File: src/rtl/tcm_port_arbiter_if.sv
// Bus bundle between the two TCM masters, the arbiter and the TCM array.
// The arbiter takes the slave modport; the masters/TCM side takes the master modport.
interface tcm_port_arbiter_if #(
   parameter int AW = 12,
   parameter int DW = 32
);
   // Handshake: a master raises mX_req with we/addr/wdata stable and holds them until
   // mX_gnt is seen high; the access happens in the cycle where req and gnt are both 1.
   // A read returns mX_rvalid/mX_rdata exactly one cycle after its grant cycle.
   logic          m0_req;
   logic          m0_we;
   logic [AW-1:0] m0_addr;
   logic [DW-1:0] m0_wdata;
   logic          m0_gnt;
   logic          m0_rvalid;
   logic [DW-1:0] m0_rdata;

   logic          m1_req;
   logic          m1_we;
   logic [AW-1:0] m1_addr;
   logic [DW-1:0] m1_wdata;
   logic          m1_gnt;
   logic          m1_rvalid;
   logic [DW-1:0] m1_rdata;

   logic [AW-1:0] mem_WADDR;
   logic [DW-1:0] mem_WDATA;
   logic          mem_WEN;
   logic [AW-1:0] mem_RADDR;
   logic          mem_REN;
   logic [DW-1:0] mem_RDATA;

   modport slave (
      input  m0_req, m0_we, m0_addr, m0_wdata,
      input  m1_req, m1_we, m1_addr, m1_wdata,
      input  mem_RDATA,
      output m0_gnt, m0_rvalid, m0_rdata,
      output m1_gnt, m1_rvalid, m1_rdata,
      output mem_WADDR, mem_WDATA, mem_WEN, mem_RADDR, mem_REN
   );

   modport master (
      output m0_req, m0_we, m0_addr, m0_wdata,
      output m1_req, m1_we, m1_addr, m1_wdata,
      output mem_RDATA,
      input  m0_gnt, m0_rvalid, m0_rdata,
      input  m1_gnt, m1_rvalid, m1_rdata,
      input  mem_WADDR, mem_WDATA, mem_WEN, mem_RADDR, mem_REN
   );
endinterface

File: src/rtl/tcm_port_arbiter.sv
// Two-master arbiter for a single-ported TCM with registered (1-cycle) read data.
// Bounded round-robin: an owner keeps the port for at most MAX_HOLD grants under contention.
module tcm_port_arbiter #(
   parameter int AW       = 12,
   parameter int DW       = 32,
   parameter int MAX_HOLD = 8
) (
   input  logic                 clk,
   input  logic                 rst,
   tcm_port_arbiter_if.slave    bus,
   output logic [1:0]           owner
);

   localparam int HW = $clog2(MAX_HOLD + 1);
   localparam logic [HW-1:0] HOLD_MAX = HW'(MAX_HOLD);
   localparam logic [HW-1:0] HOLD_ONE = HW'(1);

   typedef enum logic [1:0] {
      IDLE = 2'b00,
      OWN0 = 2'b01,
      OWN1 = 2'b10
   } state_e;

   state_e        state_q, state_d;
   logic [HW-1:0] hold_q, hold_d;
   logic [1:0]    rsel_q, rsel_d;

   logic          gnt0, gnt1;
   logic [HW-1:0] hold_inc;
   logic [AW-1:0] addr_sel;
   logic [DW-1:0] wdata_sel;
   logic          wen, ren;

   assign hold_inc = (hold_q == HOLD_MAX) ? HOLD_MAX : hold_q + HOLD_ONE;

   // Grants are held off entirely while rst is high so nothing reaches the array.
   always_comb begin
      gnt0 = 1'b0;
      gnt1 = 1'b0;
      if (!rst) begin
         if (bus.m0_req && !bus.m1_req) begin
            gnt0 = 1'b1;
         end else if (!bus.m0_req && bus.m1_req) begin
            gnt1 = 1'b1;
         end else if (bus.m0_req && bus.m1_req) begin
            case (state_q)
               OWN0: begin
                  if (hold_q < HOLD_MAX) gnt0 = 1'b1;
                  else                   gnt1 = 1'b1;
               end
               OWN1: begin
                  if (hold_q < HOLD_MAX) gnt1 = 1'b1;
                  else                   gnt0 = 1'b1;
               end
               default: gnt0 = 1'b1;
            endcase
         end
      end
   end

   always_comb begin
      state_d = IDLE;
      hold_d  = '0;
      if (gnt0) begin
         state_d = OWN0;
         hold_d  = (state_q == OWN0) ? hold_inc : HOLD_ONE;
      end else if (gnt1) begin
         state_d = OWN1;
         hold_d  = (state_q == OWN1) ? hold_inc : HOLD_ONE;
      end
      rsel_d = {gnt1 & ~bus.m1_we, gnt0 & ~bus.m0_we};
   end

   always_comb begin
      addr_sel  = '0;
      wdata_sel = '0;
      wen       = 1'b0;
      ren       = 1'b0;
      if (gnt0) begin
         addr_sel  = bus.m0_addr;
         wdata_sel = bus.m0_wdata;
         wen       = bus.m0_we;
         ren       = ~bus.m0_we;
      end else if (gnt1) begin
         addr_sel  = bus.m1_addr;
         wdata_sel = bus.m1_wdata;
         wen       = bus.m1_we;
         ren       = ~bus.m1_we;
      end
   end

   always_ff @(posedge clk) begin
      if (rst) begin
         state_q <= IDLE;
         hold_q  <= '0;
         rsel_q  <= '0;
      end else begin
         state_q <= state_d;
         hold_q  <= hold_d;
         rsel_q  <= rsel_d;
      end
   end

   assign bus.m0_gnt    = gnt0;
   assign bus.m1_gnt    = gnt1;
   assign bus.mem_WADDR = addr_sel;
   assign bus.mem_RADDR = addr_sel;
   assign bus.mem_WDATA = wdata_sel;
   assign bus.mem_WEN   = wen;
   assign bus.mem_REN   = ren;

   // A read in flight when rst rises is dropped: rvalid is masked for the rst cycle itself.
   assign bus.m0_rvalid = rsel_q[0] & ~rst;
   assign bus.m1_rvalid = rsel_q[1] & ~rst;
   assign bus.m0_rdata  = bus.m0_rvalid ? bus.mem_RDATA : '0;
   assign bus.m1_rdata  = bus.m1_rvalid ? bus.mem_RDATA : '0;

   assign owner = state_q;

endmodule
File: src/flat_wrapper.sv
// flat-port wrapper written by rule: the top's interface ports become plain ports
module tcm_port_arbiter_flat 
#(
   parameter int AW       = 12,
   parameter int DW       = 32,
   parameter int MAX_HOLD = 8
)
  (clk, rst, owner, bus_m0_req, bus_m0_we, bus_m0_addr, bus_m0_wdata, bus_m1_req, bus_m1_we, bus_m1_addr, bus_m1_wdata, bus_mem_RDATA, bus_m0_gnt, bus_m0_rvalid, bus_m0_rdata, bus_m1_gnt, bus_m1_rvalid, bus_m1_rdata, bus_mem_WADDR, bus_mem_WDATA, bus_mem_WEN, bus_mem_RADDR, bus_mem_REN);
  tcm_port_arbiter_if #(.AW(AW), .DW(DW)) bus_i ();
  input  logic clk;
  input  logic rst;
  output logic [1:0] owner;
  input wire logic [$bits(bus_i.m0_req)-1:0] bus_m0_req;
  input wire logic [$bits(bus_i.m0_we)-1:0] bus_m0_we;
  input wire logic [$bits(bus_i.m0_addr)-1:0] bus_m0_addr;
  input wire logic [$bits(bus_i.m0_wdata)-1:0] bus_m0_wdata;
  input wire logic [$bits(bus_i.m1_req)-1:0] bus_m1_req;
  input wire logic [$bits(bus_i.m1_we)-1:0] bus_m1_we;
  input wire logic [$bits(bus_i.m1_addr)-1:0] bus_m1_addr;
  input wire logic [$bits(bus_i.m1_wdata)-1:0] bus_m1_wdata;
  input wire logic [$bits(bus_i.mem_RDATA)-1:0] bus_mem_RDATA;
  output wire logic [$bits(bus_i.m0_gnt)-1:0] bus_m0_gnt;
  output wire logic [$bits(bus_i.m0_rvalid)-1:0] bus_m0_rvalid;
  output wire logic [$bits(bus_i.m0_rdata)-1:0] bus_m0_rdata;
  output wire logic [$bits(bus_i.m1_gnt)-1:0] bus_m1_gnt;
  output wire logic [$bits(bus_i.m1_rvalid)-1:0] bus_m1_rvalid;
  output wire logic [$bits(bus_i.m1_rdata)-1:0] bus_m1_rdata;
  output wire logic [$bits(bus_i.mem_WADDR)-1:0] bus_mem_WADDR;
  output wire logic [$bits(bus_i.mem_WDATA)-1:0] bus_mem_WDATA;
  output wire logic [$bits(bus_i.mem_WEN)-1:0] bus_mem_WEN;
  output wire logic [$bits(bus_i.mem_RADDR)-1:0] bus_mem_RADDR;
  output wire logic [$bits(bus_i.mem_REN)-1:0] bus_mem_REN;
  assign bus_i.m0_req = bus_m0_req;
  assign bus_i.m0_we = bus_m0_we;
  assign bus_i.m0_addr = bus_m0_addr;
  assign bus_i.m0_wdata = bus_m0_wdata;
  assign bus_i.m1_req = bus_m1_req;
  assign bus_i.m1_we = bus_m1_we;
  assign bus_i.m1_addr = bus_m1_addr;
  assign bus_i.m1_wdata = bus_m1_wdata;
  assign bus_i.mem_RDATA = bus_mem_RDATA;
  assign bus_m0_gnt = bus_i.m0_gnt;
  assign bus_m0_rvalid = bus_i.m0_rvalid;
  assign bus_m0_rdata = bus_i.m0_rdata;
  assign bus_m1_gnt = bus_i.m1_gnt;
  assign bus_m1_rvalid = bus_i.m1_rvalid;
  assign bus_m1_rdata = bus_i.m1_rdata;
  assign bus_mem_WADDR = bus_i.mem_WADDR;
  assign bus_mem_WDATA = bus_i.mem_WDATA;
  assign bus_mem_WEN = bus_i.mem_WEN;
  assign bus_mem_RADDR = bus_i.mem_RADDR;
  assign bus_mem_REN = bus_i.mem_REN;
  tcm_port_arbiter #(.AW(AW), .DW(DW), .MAX_HOLD(MAX_HOLD)) u_core (.clk(clk), .rst(rst), .bus(bus_i), .owner(owner));
endmodule
File: config.mk
export PLATFORM = sky130hd
export DESIGN_NAME = tcm_port_arbiter_flat
export DESIGN_NICKNAME = d
export VERILOG_FILES = /design/src/rtl/tcm_port_arbiter_if.sv /design/src/rtl/tcm_port_arbiter.sv /design/src/flat_wrapper.sv
export SDC_FILE = /design/constraint.sdc
export NUM_CORES = 1
export LEC_CHECK = 0
export CORE_AREA = 5 5 97 99
export DETAILED_ROUTE_END_ITERATION = 6
export DIE_AREA = 0 0 102 104
export PLACE_DENSITY = 0.75
export SYNTH_ARGS = -nofsm -noshare
export SYNTH_HDL_FRONTEND = slang
export SYNTH_SLANG_ARGS = --single-unit
File: constraint.sdc
create_clock -name clk -period 3.3 [get_ports clk]
set_input_delay 0.66 -clock clk [delete_from_list [all_inputs] [get_ports clk]]
set_output_delay 0.66 -clock clk [all_outputs]
set_load 0.05 [all_outputs]
==> parameters.txt, run 1 <==
Parameter                              Value

Synth
  Async set-or-reset flop fraction in the synthesized netlist    0%
  Seq/Total Area, Yosys    between 8 and 9%
  Seq cells post-synth    8
  Count of yosys warnings during synthesis    0
  Top post-synthesis cells by area    and2_1, nand2_1, o21ai_2
  Number of instances in the synthesized netlist    289
  Count leader, synth    nand2_1
  Post-Syn Area    1900 sq um
  Synth cell types    34
  Post-synth EDFFs    0
  Primary FF master, synth    dfxtp_1
  Area share of the largest cell type after synthesis    21.4%
  Per-instance average area after synthesis    6.58 sq um
  Commonest cells in the netlist    nand2_1, and2_1, o21ai_2
  Library cell occupying the most area in the post-synthesis netlist    and2_1
  Total nets after synthesis    421

Timing
  Tcrit/Tclk final    96.0%
  Number of endpoints failing setup at the final stage    0
  Post-route clock skew    0.00390 ns
  Final hold viol count    0
  FMAX    316 MHz
  Final setup margin    0.132 ns
  Worst-case headroom to the max-slew limit    65.6%
  Max Transition Viols Final    0
  Minimum clock period    3.17 ns
  Final hold slack    between 0.5 and 0.6 ns
  Setup TNS    0 ns
  Slew @ Worst Pin    0.514 ns
  Unrepaired setup endpoints after global routing    no

Setup path
  Crit end category    output pin
  Crit path arrival time    ~2.5 ns
  Worst Reg2Reg Path Length in Cells    7
  Critical path data required time    2.64 ns
  Startpoint of the worst-slack reg-to-reg timing path    u_core.owner[0]
  Critical path depth    7
  Kind of cell with the highest combined delay on the critical path    buffers and inverters
  Worst R2R Setup Slack    1.46 ns
  Slowest cell on the critical path    clkdlybuf4s50_1
  Critical Path Start Type    primary input
  Critical register-to-register path endpoint    u_core.rsel_q[0]
  Largest incremental delay on the critical path    about 0.5 ns
  Kind of critical path    primary input to output pin
  Crit path cell chain    clkdlybuf4s50_1, and2b_1, a311oi_4, buf_4, clkbuf_16, o21ai_1, buf_12
  Top fanout value on the critical path    19
  Number of buffer and inverter stages on the critical path    4

Finish
  Fin nets    656
  Layout overhead on the synthesized area    201%
  Filler Cells Inserted    about 630
  Final instance count without filler cells    630
  Footprint of the multi-input gates    1420 sq um
  Footprint of the flip-flops and latches    about 160 sq um
  Ant diodes    0
  Share of cells above drive strength 1    33.9%

Clock tree
  Clock tree from TritonCTS    built
  Worst-path clk slew    0.04 ns
  Number of buffers on the longest clock path    2
  Number of buffers inserted during clock tree synthesis    3
  Cell at the root of the clock tree    clkbuf_8
  Number of cells upsized or downsized after cts    0
  Clock latency on the worst-skew pair    0.23 ns
  Maximum level of the CTS H-tree    1
  Number of clock sinks    8

Die
  Count of boundary I/O pins    254
  Die outline height    approximately 100 um
  Core area    8470 sq um
  Site row count    34
  Horizontal die dimension    102 um
  Area of the die    10,600 sq um
  Initial standard-cell utilization of the core    ~22%

Place
  HPWL after detailed placement    8910 um
  Worst setup timing slack at the placement stage    between 0.05 and 0.06 ns
  Total instance count after detailed placement    625
  Routability congestion estimate    0.839
  Input/output buffers    ~250

Pwr
  Power density over cell area    between 150 and 200 nW/um^2
  Static Leak    2.26 nW
  VDD IR-drop max    0.000146 V
  Sum of internal, switching and leakage power    0.00100 W

Global route
  Number of antenna violations at the first check in global routing    0
  Pin count of the biggest net entering global routing    49
  Total global-route track usage    17.3%
  Wire length of the first global-routing pass    roughly 15,000 um
  Grt ovf    0
  Via count of the first global-routing pass    2,761

Route
  Routed Antenna Nets    0
  Wire length per cell after detailed routing    about 16 um
  DRT Wirelength    between 10,000 and 15,000 um
  Vias post-DR    2,779
  First drt pass iteration count    4
  Drt initial violations    39
  Via-to-Cell Ratio    4.41
  Remaining routing DRC violations    0

Job
  Max capacitance violation total    0

Hold path
  Count of cells along the worst hold path    2
  Hold-critical path endpoint    u_core.hold_q[2]
  Hold path startpoint    u_core.hold_q[2]
  Worst min-delay path class    flip-flop to flip-flop

Status
  Status    finished, final reports clean
==> power breakdown <==
group / leakage, nW / switching, W / internal (W)
logic: 2.17 / 0.000382 / 0.000401
registers: 0.0653 / 0.00000236 / 0.000100
clock network: 0.0216 / 0.0000356 / 0.0000787
==> kinds of logic after synthesis <==
group                    share of synthesized area [%]
AND/OR/NAND/NOR                                   44.5
XOR/XNOR                                         0.461
multiplexers                                      2.17
adder cells (fa/ha/maj)                           3.95
flip-flops                                        8.42
AO/OA/AOI/OAI                                     22.3
buffers and inverters                             18.2
==> metal layers <==
metal | routed length, um | share of wire (%) | global-route usage (%) | up-vias
met5 | 0 | 0 | 0 | -
met4 | 100 | 0.99 | 3.28 | 0
met3 | 1150 | 11 | 5.37 | 8
met2 | 5600 | 56 | 35.2 | 159
met1 | 3220 | 32 | 16.2 | 1232
li1 | - | - | - | 1380
==> per-stage QoR <==
stage	cell area [sq um]	util, %
global route	5730	67.7
global placement	5660	66.8
detailed placement	5660	66.8
finish	5730	67.7
floorplan	1910	-
CTS	5700	67.3
==> state kept, by name, indices dropped and copies added (netlist names) <==
signal         count
u_core.owner       2
u_core.rsel_q      2
u_core.hold_q      4
==> worst register-to-register path, stage by stage (launching register included) <==
cell       delay, ns
dfxtp_1         0.37
inv_1           0.08
ha_1            0.27
and2b_1         0.25
a311oi_4        0.32
buf_4           0.19
clkbuf_16       0.18
and2_1          0.13
==> repair_timing <==
action                                  4_1_cts  5_1_grt
buffers inserted                              0        1
endpoints found under the setup margin        0       12
hold buffers                                  0        0
==> cell usage in the layout (no fill, tap or decap), types with 2 or more instances in the layout <==
cell               n
buf_12           130
nand2_1           91
nor2b_1            4
o21ai_2           32
and2_1            65
inv_1              8
nor2_1             2
mux2i_1            3
buf_4              7
a31oi_1            3
dfxtp_1            8
clkdlybuf4s50_1  127
o21ai_1           11
o21ai_0            3
nand3_1            2
nor3_1             3
ha_1               6
clkbuf_8           3
==> worst max path at each step <==
stage,from,end,slack [ns]
6_report,bus_m1_req,bus_mem_RADDR[3],0.13
5_1_grt,bus_m1_req,bus_mem_RADDR[3],0.05
4_1_cts,bus_m0_req,bus_mem_WDATA[2],0.06
3_5_place_dp,bus_m0_req,bus_mem_WDATA[2],0.06
3_3_place_gp,bus_m0_req,bus_mem_WDATA[19],0.18
2_1_floorplan,u_core.owner[0],bus_mem_WADDR[5],-0.19
==> layout make-up <==
cell class	count	area share, %
Timing Repair Buffer	265	68.9
Multi-Input combinational cell	238	24.7
Sequential cell	8	2.79
Tap cell	108	2.36
Clock buffer	3	0.720
Inverter	8	0.524
Note: power is estimated with default switching activity, not from simulation.
==> run 2, diff against run 1 <==
--- a/config.mk
+++ b/config.mk
@@ -5,9 +5,11 @@
 export SDC_FILE = /design/constraint.sdc
 export NUM_CORES = 1
 export LEC_CHECK = 0
-export CORE_AREA = 5 5 97 99
+export ABC_AREA = 1
+export CAP_MARGIN = 20
+export CORE_AREA = 5 5 95 97
 export DETAILED_ROUTE_END_ITERATION = 6
-export DIE_AREA = 0 0 102 104
+export DIE_AREA = 0 0 100 102
 export PLACE_DENSITY = 0.75
 export SYNTH_ARGS = -nofsm -noshare
 export SYNTH_HDL_FRONTEND = slang
==> parameters.txt, run 2 <==
Parameter                              Value

Status
  Status    finished, final reports clean

Global route
  Via count of the first global-routing pass    about 3,100
  Pin count of the biggest net entering global routing    52
  Total global-route track usage    19.8%
  Grt ovf    0
  Number of antenna violations at the first check in global routing    0
  Wire length of the first global-routing pass    16,000 um

Setup path
  Crit. Startpoint    bus_m0_req
  Kind of critical path    primary input to output pin
  Critical path data required time    ~2.6 ns
  Number of buffer and inverter stages on the critical path    3
  Most prevalent standard cell on the critical path    nand2_1
  Crit end category    output pin
  Kind of cell with the highest combined delay on the critical path    buffers and inverters
  Crit path arrival time    2.31 ns
  Top fanout value on the critical path    50
  Startpoint of the worst-slack reg-to-reg timing path    u_core.owner[0]
  Crit path cell chain    clkdlybuf4s50_1, nand3_4, inv_4, nand2_1, nand2_1, buf_12
  Largest incremental delay on the critical path    0.59 ns
  Critical Path Start Type    primary input
  Slowest cell on the critical path    clkdlybuf4s50_1

Synth
  Total nets after synthesis    478
  Count leader, synth    nand2_1
  Synth cell types    16
  Seq cells post-synth    8
  Per-instance average area after synthesis    4.97 sq um
  Seq/Total Area, Yosys    9.31%
  Number of instances in the synthesized netlist    about 350
  Async set-or-reset flop fraction in the synthesized netlist    0%
  Primary FF master, synth    dfxtp_1
  Library cell occupying the most area in the post-synthesis netlist    nand2_1
  Post-Syn Area    1720 sq um
  Commonest cells in the netlist    nand2_1, nor2_1, inv_1
  Area share of the largest cell type after synthesis    between 20% and 30%
  Post-synth EDFFs    0
  Top post-synthesis cells by area    nand2_1, nor2_1, nand3_1
  Count of yosys warnings during synthesis    0

Route
  DRT Wirelength    11,100 um
  Remaining routing DRC violations    0
  Vias post-DR    2,991
  Wire length per cell after detailed routing    16.3 um
  Routed Antenna Nets    0
  Drt initial violations    between 70 and 80
  Via-to-Cell Ratio    4.41
  First drt pass iteration count    5

Finish
  Layout overhead on the synthesized area    222%
  Commonest cells after routing, fill and taps aside    buf_12, clkdlybuf4s50_1, nand2_1
  Max FFs per register    4
  Most common library cell in the layout ignoring fill and taps    buf_12
  Ant diodes    0
  Fin nets    between 700 and 800
  Filler Cells Inserted    613
  Share of cells above drive strength 1    26.3%
  Register containing the most flip-flops in the final layout    u_core.hold_q

Clock tree
  Number of buffers inserted by hold repair at cts    0
  Post-CTS setup buffers    0
  Maximum level of the CTS H-tree    1
  Number of cells upsized or downsized after cts    0
  Clock latency on the worst-skew pair    0.23 ns
  Cell at the root of the clock tree    clkbuf_8
  Clock tree from TritonCTS    built
  Number of buffers inserted during clock tree synthesis    3
  Number of buffers on the longest clock path    2
  Number of clock sinks    8
  Worst-path clk slew    0.04 ns

Timing
  Post-route clock skew    0.00449 ns
  Number of endpoints failing setup at the final stage    0
  FMAX    337 MHz
  Unrepaired setup endpoints after global routing    no
  Slew @ Worst Pin    0.516 ns
  Tcrit/Tclk final    between 90% and 100%
  Max Transition Viols Final    0
  Final hold viol count    0
  Minimum clock period    about 3 ns
  Final setup margin    0.328 ns
  Setup TNS    0 ns
  Worst-case headroom to the max-slew limit    65.5%

Die
  Core area    8050 sq um
  Area of the die    10,200 sq um
  Die outline height    102 um
  Count of boundary I/O pins    between 200 and 300
  Initial standard-cell utilization of the core    21.4%
  Site row count    33
  Horizontal die dimension    100 um

Place
  Worst setup timing slack at the placement stage    between 0.05 and 0.06 ns
  HPWL after detailed placement    9840 um
  Routability congestion estimate    0.795
  Input/output buffers    253

Pwr
  Clk pwr share    11.9%
  Combinational group share of total power    77.5%
  Cell-internal power    0.000557 W
  Static Leak    2.59 nW
  VDD IR-drop max    0.000136 V
  Total net switching power    0.000423 W
  Sequential share of power    10.5%
  Power density over cell area    177 nW/um^2
  Switching Share    43.2%

Hold path
  Hold path startpoint    u_core.hold_q[0]
  Worst min-delay path class    flip-flop to flip-flop

Job
  Max capacitance violation total    0
## run 2: routing by layer
| metal | track usage (%) | wire [um] | vias up |
|---|---|---|---|
| li1 | - | - | 1471 |
| met4 | 4.25 | 196 | 0 |
| met2 | 40.7 | 6170 | 184 |
| met3 | 7.44 | 1240 | 16 |
| met1 | 18.5 | 3470 | 1320 |
| met5 | 0 | 0 | - |
## run 2: final cells by class
type / count / area [sq um] / share of cell area, %
repair buffers: 258 / 3860 / 69.7
multi-input cells: 254 / 1150 / 20.8
inverters: 51 / 194 / 3.50
flip-flops and latches: 8 / 160 / 2.89
well taps: 105 / 131 / 2.37
clock buffers: 3 / 41.3 / 0.746
## run 2: final timing paths
check	end	slack, ns	depth (start not counted)
min reg2reg	u_core.hold_q[0]	0.71	5
max	bus_mem_WADDR[5]	0.33	6
min	u_core.hold_q[0]	0.71	5
max reg2reg	u_core.hold_q[0]	1.66	8
## run 2: logic make-up after synthesis
family	count (synthesis)	synth area share (%)
AND/OR/NAND/NOR	248	62.6
adder cells (fa/ha/maj)	6	4.36
flip-flops	8	9.31
buffers and inverters	84	23.7
## run 2: worst min-delay path, cell delays in order (launching register included)
cell	delay, ns
dfxtp_1	0.33
inv_1	0.09
nand2_1	0.08
nand2_1	0.06
nand2_1	0.07
nand2_1	0.06
## run 2: power groups by stage
stage / Sequential (W) / Clock, W / Combinational (W)
after floorplan: 0.000109 / 0 / 0.000325
after global routing: 0.000104 / 0.000130 / 0.000791
after global placement: 0.000105 / 0 / 0.000754
after CTS: 0.000103 / 0.000121 / 0.000767
final: 0.000103 / 0.000117 / 0.000760
after detailed placement: 0.000105 / 0 / 0.000765
## run 2: stage by stage
step,instance area [sq um],cells,util [%],hold slack (ns),total power (W)
4_1_cts,5530,679,68.7,0.690,0.000991
3_5_place_dp,5490,676,68.2,0.677,0.000870
2_1_floorplan,1720,346,-,0.597,0.000434
5_1_grt,5540,679,68.7,0.786,0.00102
6_report,5540,679,68.7,0.714,0.000980
3_3_place_gp,5490,676,68.2,0.626,0.000858
==> run 3, diff against run 2 <==
--- a/config.mk
+++ b/config.mk
@@ -7,10 +7,11 @@
 export LEC_CHECK = 0
 export ABC_AREA = 1
 export CAP_MARGIN = 20
-export CORE_AREA = 5 5 95 97
+export CORE_AREA = 2 2 98 100
 export DETAILED_ROUTE_END_ITERATION = 6
 export DIE_AREA = 0 0 100 102
-export PLACE_DENSITY = 0.75
+export HOLD_SLACK_MARGIN = 0.03
+export PLACE_DENSITY = 0.67
 export SYNTH_ARGS = -nofsm -noshare
 export SYNTH_HDL_FRONTEND = slang
 export SYNTH_SLANG_ARGS = --single-unit
==> parameters.txt, run 3 (synthesis gave the netlist of run 2 again) <==
Parameter                              Value

Route
  Drt initial violations    82
  Via-to-Cell Ratio    4.35
  Remaining routing DRC violations    0
  Vias post-DR    2,981
  DRT Wirelength    slightly below 10,000 um
  Wire length per cell after detailed routing    roughly 14 um
  Routed Antenna Nets    0
  First drt pass iteration count    4

Pwr
  VDD IR-drop max    0.000146 V
  Static Leak    2.59 nW
  Sum of internal, switching and leakage power    about 0.00098 W
  Power density over cell area    roughly 180 nW/um^2

Place
  Input/output buffers    approximately 250
  Standard cell area after detailed placement    5500 sq um
  HPWL after detailed placement    8490 um
  Worst setup timing slack at the placement stage    0.0823 ns
  Routability congestion estimate    0.829

Setup path
  Kind of critical path    primary input to output pin
  Startpoint of the worst-slack reg-to-reg timing path    u_core.owner[0]
  Top fanout value on the critical path    50
  Slowest cell on the critical path    clkdlybuf4s50_1
  Crit path cell chain    clkdlybuf4s50_1, inv_1, nor2_1, nand3_2, nand3_4, inv_4, nand2_1, nand2_1, buf_12
  Crit. Startpoint    bus_m1_req
  Crit path arrival time    2.31 ns
  Crit end category    output pin
  Most prevalent standard cell on the critical path    nand2_1
  Worst R2R Setup Slack    1.73 ns
  Largest incremental delay on the critical path    0.41 ns
  Critical Path Start Type    primary input
  Critical register-to-register path endpoint    u_core.hold_q[2]
  Critical Path Sink    bus_mem_WADDR[1]
  Critical path data required time    2.64 ns
  Worst Reg2Reg Path Length in Cells    8

Timing
  Final hold viol count    0
  Setup TNS    0 ns
  Post-route clock skew    0.000998 ns
  Slew @ Worst Pin    0.505 ns
  Unrepaired setup endpoints after global routing    no
  Final hold slack    around 0.68 ns
  Max Transition Viols Final    0
  Worst-case headroom to the max-slew limit    around two thirds
  Minimum clock period    between 2 and 3 ns
  Number of endpoints failing setup at the final stage    0
  FMAX    337 MHz
  Tcrit/Tclk final    89.9%
  Final setup margin    approximately 0.33 ns

Die
  Area of the die    ~10,000 sq um
  Horizontal die dimension    100 um
  Site row count    35
  Initial standard-cell utilization of the core    18.9%
  Core area    9110 sq um
  Count of boundary I/O pins    254
  Die outline height    102 um

Finish
  Fin nets    708
  Most common library cell in the layout ignoring fill and taps    buf_12
  Register containing the most flip-flops in the final layout    u_core.hold_q
  Filler Cells Inserted    slightly below 800
  Share of cells above drive strength 1    26.3%
  Layout overhead on the synthesized area    222%
  Ant diodes    0
  Max FFs per register    4
  Commonest cells after routing, fill and taps aside    buf_12, clkdlybuf4s50_1, nand2_1
  Design area    5540 sq um

Clock tree
  Clock tree from TritonCTS    built
  Post-CTS setup buffers    0
  Maximum level of the CTS H-tree    1
  Number of clock sinks    8
  Number of buffers on the longest clock path    2
  Number of buffers inserted by hold repair at cts    0
  Number of cells upsized or downsized after cts    0
  Cell at the root of the clock tree    clkbuf_8
  Worst-path clk slew    0.04 ns
  Clock latency on the worst-skew pair    roughly 0.23 ns
  Number of buffers inserted during clock tree synthesis    3

Global route
  Total global-route track usage    18.0%
  Pin count of the biggest net entering global routing    52
  Grt ovf    0
  Wire length of the first global-routing pass    14,600 um
  Via count of the first global-routing pass    2,960
  Number of antenna violations at the first check in global routing    0

Job
  Max capacitance violation total    0

Status
  Status    finished, final reports clean

Hold path
  Worst min-delay path class    flip-flop to flip-flop
## run 3: worst min-delay path by stage
stage          cells after the start               end  slack (ns)             start
2_1_floorplan                      5  u_core.hold_q[0]        0.60  u_core.hold_q[0]
3_3_place_gp                       5  u_core.hold_q[0]        0.64  u_core.hold_q[0]
3_5_place_dp                       5  u_core.hold_q[0]        0.66  u_core.hold_q[0]
4_1_cts                            5  u_core.hold_q[0]        0.67  u_core.hold_q[0]
5_1_grt                            5  u_core.hold_q[0]        0.73  u_core.hold_q[0]
6_report                           5  u_core.hold_q[0]        0.68  u_core.hold_q[0]
## run 3: per-stage QoR
stage / util (%) / std cells
finish: 60.9 / 685
global route: 60.9 / 685
CTS: 60.8 / 685
detailed placement: 60.4 / 682
global placement: 60.4 / 682
floorplan: - / 346
## run 3: report_power, final
part	switching (W)	leakage [nW]	internal, W
clock	0.0000406	0.0216	0.0000792
combinational	0.000379	2.50	0.000377
sequential	0.00000280	0.0653	0.000101
total	0.000423	2.59	0.000557
## run 3: critical path, delay by kind of cell
family / cells / cell delay, ns
buf+inv: 4 / 1.04
simple gates: 5 / 0.57
## run 3: area by class of cell
cell class | count | area (sq um) | share of cell area (%)
repair buffers | 258 | 3860 | 69.6
inverters | 51 | 194 | 3.50
clock buffers | 3 | 41.3 | 0.745
flip-flops and latches | 8 | 160 | 2.89
multi-input cells | 254 | 1150 | 20.8
well taps | 111 | 139 | 2.51
## run 3: metal layers
metal	vias to the layer above	track usage (%)	share of wire, %	wire [um]
li1	1475	-	-	-
met1	1317	19.9	37	3610
met2	175	34.7	53	5220
met3	14	3.69	8.0	792
met4	0	5.69	2.3	224
met5	-	0	0	0
